### config.mk
export PLATFORM = sky130hd
export DESIGN_NAME = dcache_port_arbiter
export DESIGN_NICKNAME = d
export VERILOG_FILES = /design/src/rtl/dcache_port_arbiter.sv
export SDC_FILE = /design/constraint.sdc
export NUM_CORES = 1
export LEC_CHECK = 0
export ABC_AREA = 1
export CORE_AREA = 2 2 184 186
export CTS_BUF_LIST = sky130_fd_sc_hd__clkbuf_8
export DETAILED_ROUTE_END_ITERATION = 7
export DIE_AREA = 0 0 186 188
export SLEW_MARGIN = 20
export SYNTH_ARGS = -nofsm -noshare
export SYNTH_HDL_FRONTEND = slang
export SYNTH_SLANG_ARGS = --single-unit
### constraint.sdc
create_clock -name clk -period 1.7 [get_ports clk]
set_input_delay 0.255 -clock clk [delete_from_list [all_inputs] [get_ports clk]]
set_output_delay 0.255 -clock clk [all_outputs]
set_load 0.02 [all_outputs]
### src/rtl/dcache_port_arbiter.sv
// dcache_port_arbiter: shares the single data-cache port between loads and stores, one transaction at a time
module dcache_port_arbiter #(
  parameter int ADDR_W = 64,
  parameter int DATA_W = 64,
  parameter int TAG_W = 13,
  parameter logic [TAG_W-1:0] RD_TAG = 13'b0_1_1_0000000000,
  parameter logic [TAG_W-1:0] WR_TAG = 13'b1_1_1_0000000000,
  parameter int MAX_WR_STREAK = 4,
  parameter int TIMEOUT = 1024
) (
  input  logic              clk,
  input  logic              reset,
  input  logic              rd_req_in,
  input  logic [ADDR_W-1:0] rd_addr_in,
  output logic              rd_grant_out,
  output logic [DATA_W-1:0] rd_data_out,
  output logic              rd_done_out,
  input  logic              wr_req_in,
  input  logic [ADDR_W-1:0] wr_addr_in,
  input  logic [DATA_W-1:0] wr_data_in,
  output logic              wr_grant_out,
  output logic              wr_done_out,
  input  logic              kill_in,
  output logic              reqcyc_out,
  output logic [ADDR_W-1:0] req_out,
  output logic [DATA_W-1:0] reqdata_out,
  output logic [TAG_W-1:0]  reqtag_out,
  input  logic              reqack_in,
  input  logic              respcyc_in,
  input  logic [DATA_W-1:0] resp_in,
  output logic              respack_out,
  input  logic              writeack_in,
  output logic              busy_out,
  output logic              timeout_err_out
);
  typedef enum logic [2:0] {IDLE, REQ_RD, WAIT_RD, REQ_WR, WAIT_WR} state_t;
  localparam int STK_W = $clog2(MAX_WR_STREAK + 1);
  localparam int CNT_W = $clog2(TIMEOUT + 1);
  localparam logic [STK_W-1:0] MAX_STK = STK_W'(MAX_WR_STREAK);
  localparam logic [CNT_W-1:0] WD_LAST = CNT_W'(TIMEOUT - 1);
  state_t state, stateNext;
  logic [STK_W-1:0] streak;
  logic [CNT_W-1:0] wdCnt;
  logic drop, grantWr, grantRd, respTake, wrAck, rdKeep;
  always_comb begin
    stateNext = state;
    grantWr = 1'b0;
    grantRd = 1'b0;
    respTake = 1'b0;
    wrAck = 1'b0;
    if (!timeout_err_out)
      case (state)
        IDLE: begin
          grantWr = wr_req_in && (!rd_req_in || streak < MAX_STK);
          grantRd = !grantWr && rd_req_in && !kill_in;
          stateNext = grantWr ? REQ_WR : grantRd ? REQ_RD : IDLE;
        end
        REQ_RD: stateNext = reqack_in ? WAIT_RD : REQ_RD;
        WAIT_RD: begin
          respTake = respcyc_in;
          stateNext = respcyc_in ? IDLE : WAIT_RD;
        end
        REQ_WR: stateNext = reqack_in ? WAIT_WR : REQ_WR;
        WAIT_WR: begin
          wrAck = writeack_in;
          stateNext = writeack_in ? IDLE : WAIT_WR;
        end
        default: stateNext = IDLE;
      endcase
  end
  // a kill arriving in the same cycle as the response still drops it
  assign rdKeep = respTake && !drop && !kill_in;
  assign busy_out = state != IDLE;
  always_ff @(posedge clk or negedge reset) begin
    if (!reset) begin
      state <= IDLE;
      streak <= '0;
      wdCnt <= '0;
      drop <= 1'b0;
      rd_grant_out <= 1'b0;
      wr_grant_out <= 1'b0;
      rd_data_out <= '0;
      rd_done_out <= 1'b0;
      wr_done_out <= 1'b0;
      respack_out <= 1'b0;
      reqcyc_out <= 1'b0;
      req_out <= '0;
      reqdata_out <= '0;
      reqtag_out <= '0;
      timeout_err_out <= 1'b0;
    end else begin
      state <= stateNext;
      rd_grant_out <= grantRd;
      wr_grant_out <= grantWr;
      respack_out <= respTake;
      rd_done_out <= rdKeep;
      wr_done_out <= wrAck;
      reqcyc_out <= stateNext == REQ_RD || stateNext == REQ_WR;
      if (rdKeep) rd_data_out <= resp_in;
      if (grantWr || grantRd) begin
        req_out <= grantWr ? wr_addr_in : rd_addr_in;
        reqdata_out <= grantWr ? wr_data_in : '0;
        reqtag_out <= grantWr ? WR_TAG : RD_TAG;
      end
      if (grantWr) streak <= rd_req_in ? streak + 1'b1 : '0;
      else if (grantRd) streak <= '0;
      if (grantRd) drop <= 1'b0;
      else if ((state == REQ_RD || state == WAIT_RD) && kill_in) drop <= 1'b1;
      if (state == IDLE) wdCnt <= '0;
      else if (!timeout_err_out) wdCnt <= wdCnt + 1'b1;
      timeout_err_out <= timeout_err_out || (state != IDLE && wdCnt == WD_LAST);
    end
  end
endmodule

Word-level counts from Yosys, hierarchy flattened
Cells that the tools add are included.
W data, S select, Z words.
{ "word_totals": {"ff_bits": 230, "in_bits": 264, "out_inout_bits": 213, "elab_cells": 72} }
{ "classes": {"n_lt_le_gt_ge": 1, "muxes": 26, "eq_ne": 8, "n_addsub": 2, "reduce_logical": 20} }
{ "op_table": {"columns": ["operator", "n"], "rows": [
  ["$mux W64", 2],
  ["$mux W11", 2],
  ["$mux W3", 6],
  ["$pmux W3 S5", 1],
  ["$mux W13", 1],
  ["$add A11 B1 Y11 const B", 1],
  ["$eq A11 B10 Y1 const B", 1],
  ["$mux W1", 11],
  ["$eq A3 B2 Y1 const B", 3],
  ["$logic_and A1 B1 Y1", 7],
  ["$eq A3 B1 Y1 const B", 2],
  ["$mux W2", 3],
  ["$logic_or A1 B1 Y1", 5],
  ["$logic_not A1 Y1", 4],
  ["$reduce_bool A2 Y1", 2],
  ["$add A3 B1 Y3 const B", 1],
  ["$eq A3 B3 Y1 const B", 1],
  ["$logic_not A3 Y1", 1],
  ["$lt A3 B3 Y1 const B", 1],
  ["$reduce_bool A3 Y1", 1],
  ["$ne A2 B1 Y1 const B", 1]
]} }

Depth between registers and ports, before layout
{ "logic_depth": {"depth_word": 12, "mapped_depth": 10, "mapped_depth_nobuf": 8} }

Worst setup path before layout
OpenSTA, ideal clock, no wires.
{ "synth_path": {"path_kind": "register -> register", "from": "register state[1]", "to": "register req_out[0]", "stages_incl_launch_ff": 11, "arrival_ps": 1384, "setup_ps": 117, "required_ps": 1583, "setup_slack_ps": 199, "path_buffers": 2, "cell_sequence": "dfrtp_1 > inv_1 > nand2_1 > nor2_2 > nand4_1 > nand2_2 > inv_2 > buf_6 > buf_2 > nand2_1 > nand2_1"} }
{ "synth_via": {"elab_chain_cells": 4} }
{ "synth_rtl": {"columns": ["item", "line_no", "rtl"], "rows": [
  ["from (decl)", "41", "state_t state, stateNext;"],
  ["from (signal assigned)", "92", "state <= stateNext;"],
  ["$logic_not A3 Y1 *", "52", "case (state)"],
  ["$mux W1", "52", null],
  ["$mux W1", "51", "if (!timeout_err_out)"],
  ["$mux W64 / $logic_or A1 B1 Y1 (equally long branches)", "101, 100", null],
  ["to (signal assigned)", "101", "req_out <= grantWr ? wr_addr_in : rd_addr_in;"],
  ["to (decl)", "25", "output logic [ADDR_W-1:0] req_out,"]
]} }
Every way passes the cells marked *; elsewhere a longest branch is shown, timed or not.
A chain may end at the register's enable or synchronous reset.

Worst setup path in the final report
{ "layout_path": {"from": "register timeout_err_out", "to": "output port timeout_err_out"} }
{ "layout_lines": {"columns": ["item", "line_no", "rtl"], "rows": [
  ["from (decl)", "34", "output logic timeout_err_out"],
  ["from (signal assigned)", "111", "timeout_err_out <= timeout_err_out || (state != IDLE && wdCnt == WD_LAST);"]
]} }
No word-level cell between the ends.

==> reports/metrics.cfg <==
[pwr]
p_leak_nw = 8.64
pwr-share-comb = 0.492
switching_share = 0.422
switchingPower_mw = 11.1
ir_worst_vdd_mv = 0.527
powerDensity_mw_per_mm2 = 1670
power_frac_seq = 0.326
intPower_mw = 15.2
clkPwrFrac = 0.182

[logic_synthesis]
ys_seq_elements = 219
syn-instance-count = 1197
synth_ff_type = dfrtp_1
yosys.area.top_type = dfrtp_1
synth.area.top_cells = dfrtp_1, nand2_1, buf_2
synth_top_area_frac = 0.583
yosysMostFrequentCell = nand2_1
synth_edf_count = 0
synth_warnings = 0
netlist-cell-type-count = 28
async_flop_share = 1.00
avgSynthCellArea_um2 = 7.86
ys_seq_area_frac = 0.583
synth_area_mm2 = 0.00941
ys_top_cells_by_count = nand2_1, dfrtp_1, buf_2, nor2_1, inv_1

[global_route]
grt_overflow = 0
antenna_found_initial = 3
grt_pass1_wl_mm = 51.5
grtUsageTotal = 0.189
first_global_vias = 9426
grt_start_max_net_pins = 66

[worst_setup_path]
r2r-end = reqdata_out[8]
slowest_delay_ns = 0.42
reg2regPathDepth = 8
crit_type = flip-flop to output port
crit_arrival_ns = 1.41
cp-start-kind = flip-flop
reg2reg_slack_ns = 0.04
worstSetupEndpoint = timeout_err_out
cp.required_ns = 1.44
critPathCaptureType = output port
cpMaxStageDelayCell = dfrtp_1
path_cells = buf_4 -> clkdlybuf4s15_2
cp_max_fo = 7
r2r_start = state[1]
worstSetupStartpoint = timeout_err_out

[sta]
rsz0062_at_grt = true
hold_viol_final = 0
fin_skew_ns = 0.0171
period_minus_slack_ns = 1.66
whs_ns = 0.253
fmax_mhz = 601
fin_crit_sh = 0.979
setup_viol = 0
finalMaxSlewViolations = 0

[finish]
n_fill_cell = 3236
layout-drive-gt1-share = 0.0869
multi_input_area_mm2 = 0.00353
final-seq-area_mm2 = 0.00548
finalInstanceArea_mm2 = 0.0158
layout.nets = 1980
area_growth_pct = 68.2
final_cells = 2189

[detailed_routing]
wl_per_cell_um = 16.6
drc = 0
routed_wirelength_mm = 36.4
post_drt_via_cell_ratio = 4.29
ant_nets = 0
vias = 9386
drt_iter0_markers = 409
firstDrtPassIters = 5

[clock_tree]
clk_path_buf_depth = 3
clock_sinks = 219
cts_made_buffers = 40
root_buffer = clkbuf_8
h-tree-depth = 2
cts_tree = yes
clock_latency_ns = 0.54
cts.clk_slew.worst_paths_ns = 0.06

[hold_path]
hp-class = input pin to flip-flop

[placement]
placed_cells = 2099
placedInstanceArea_mm2 = 0.0149
portBuffers = 466
place.gp.congestion = 0.835
dpl.hpwl_mm = 25.2

[floorplanning]
ios = 477
dieArea_mm2 = 0.0350
die_h_um = 188
die_w_um = 186
core_mm2 = 0.0331
num_rows = 67
initial_utilization = 0.284

[status]
status = finished, final reports clean

[run]
drv_cap = 0

==> per-stage QoR <==
stage                     TNS, ns  total power, mW  setup slack [ns]   util
after detailed placement   -29.53             22.5            -0.277  0.449
after global routing       -0.632             28.2           -0.0437  0.478
after global placement     -27.48             22.3            -0.263  0.449
final                           0             26.3            0.0360  0.478
after CTS                       0             26.1           0.00856  0.467
after floorplan                 0             15.3             0.199      -
==> cell families (layout without fill, tap and decap cells) <==
group,after synthesis,count (layout),share of synthesized area
AND/OR/NAND/NOR,858,858,0.349
flip-flops,219,219,0.583
buffers and inverters,96,628,0.0524
AO/OA/AOI/OAI,20,20,0.0114
adder cells (fa/ha/maj),2,2,0.00266
other,1,13,0.000399
XOR/XNOR,1,1,0.000931
==> repair_timing <==
| item | CTS | global route |
|---|---|---|
| buffers inserted | 2 | 6 |
| gates cloned | 2 | 11 |
| hold buffers | 1 | 0 |
| pin swaps | 2 | 10 |
| endpoints found under the setup margin | 266 | 194 |
| hold endpoints to repair | 38 | 0 |
| resized for setup | 210 | 24 |
==> cell type report <==
type                            instances  area share
Antenna cell                            3    0.000475
Clock buffer                           47      0.0409
Clock inverter                         19     0.00680
Inverter                               26     0.00680
Multi-Input combinational cell        891       0.223
Sequential cell                       219       0.347
Tap cell                              448      0.0354
Timing Repair Buffer                  536       0.340
==> critical path, delay by kind of cell (launching register included) <==
family / cells / cell delay [ns]
buf+inv: 2 / 0.47
flops: 1 / 0.42
==> how the worst min path moves through the flow <==
stage | slack, ns | depth (start not counted) | from | endpoint
floorplan | -0.04 | 0 | reset | drop
global placement | 0.24 | 1 | reset | rd_data_out[30]
detailed placement | 0.23 | 1 | reset | reqdata_out[48]
CTS | 0.22 | 3 | wr_data_in[40] | reqdata_out[40]
global route | 0.23 | 3 | wr_data_in[38] | reqdata_out[38]
finish | 0.25 | 3 | wr_data_in[40] | reqdata_out[40]
==> power by group through the flow <==
| stage | Clock [mW] | Combinational [mW] | Sequential (mW) |
|---|---|---|---|
| floorplan | 0 | 4.05 | 11.2 |
| global placement | 0 | 13.6 | 8.69 |
| detailed placement | 0 | 13.7 | 8.73 |
| CTS | 4.98 | 12.5 | 8.61 |
| global route | 5.20 | 14.1 | 8.87 |
| finish | 4.78 | 13.0 | 8.59 |
==> flip-flops by register name, indices dropped and copies added, names as in the netlist, 2 cells and up <==
register	count
state	3
rd_data_out	64
wdCnt	11
reqtag_out	2
streak	3
req_out	64
reqdata_out	64
==> per-layer routing <==
metal	vias to the layer above	track usage	wire length [um]
li1	4636	-	-
met1	4296	0.213	14100
met2	379	0.332	18000
met3	75	0.0594	3100
met4	0	0.0703	1210
met5	-	0	0
==> placed cells by master, fill, tap and decap left out, types with 3 or more instances in the layout <==
cell type,synthesis,layout
nand2_1,807,797
clkdlybuf4s50_1,0,262
dfrtp_1,219,218
dlygate4sd2_1,0,200
clkbuf_8,0,47
buf_4,19,36
inv_1,21,34
nor2_1,22,21
buf_12,0,17
nand3_1,12,12
conb_1,1,10
clkbuf_16,0,10
o21ai_0,9,9
nand2_2,3,8
buf_6,1,6
nand2_4,0,5
a21oi_1,5,5
inv_2,5,4
nand4_1,4,4
diode_2,0,3
nor3_1,3,3
(Power assumes the default switching activity.)
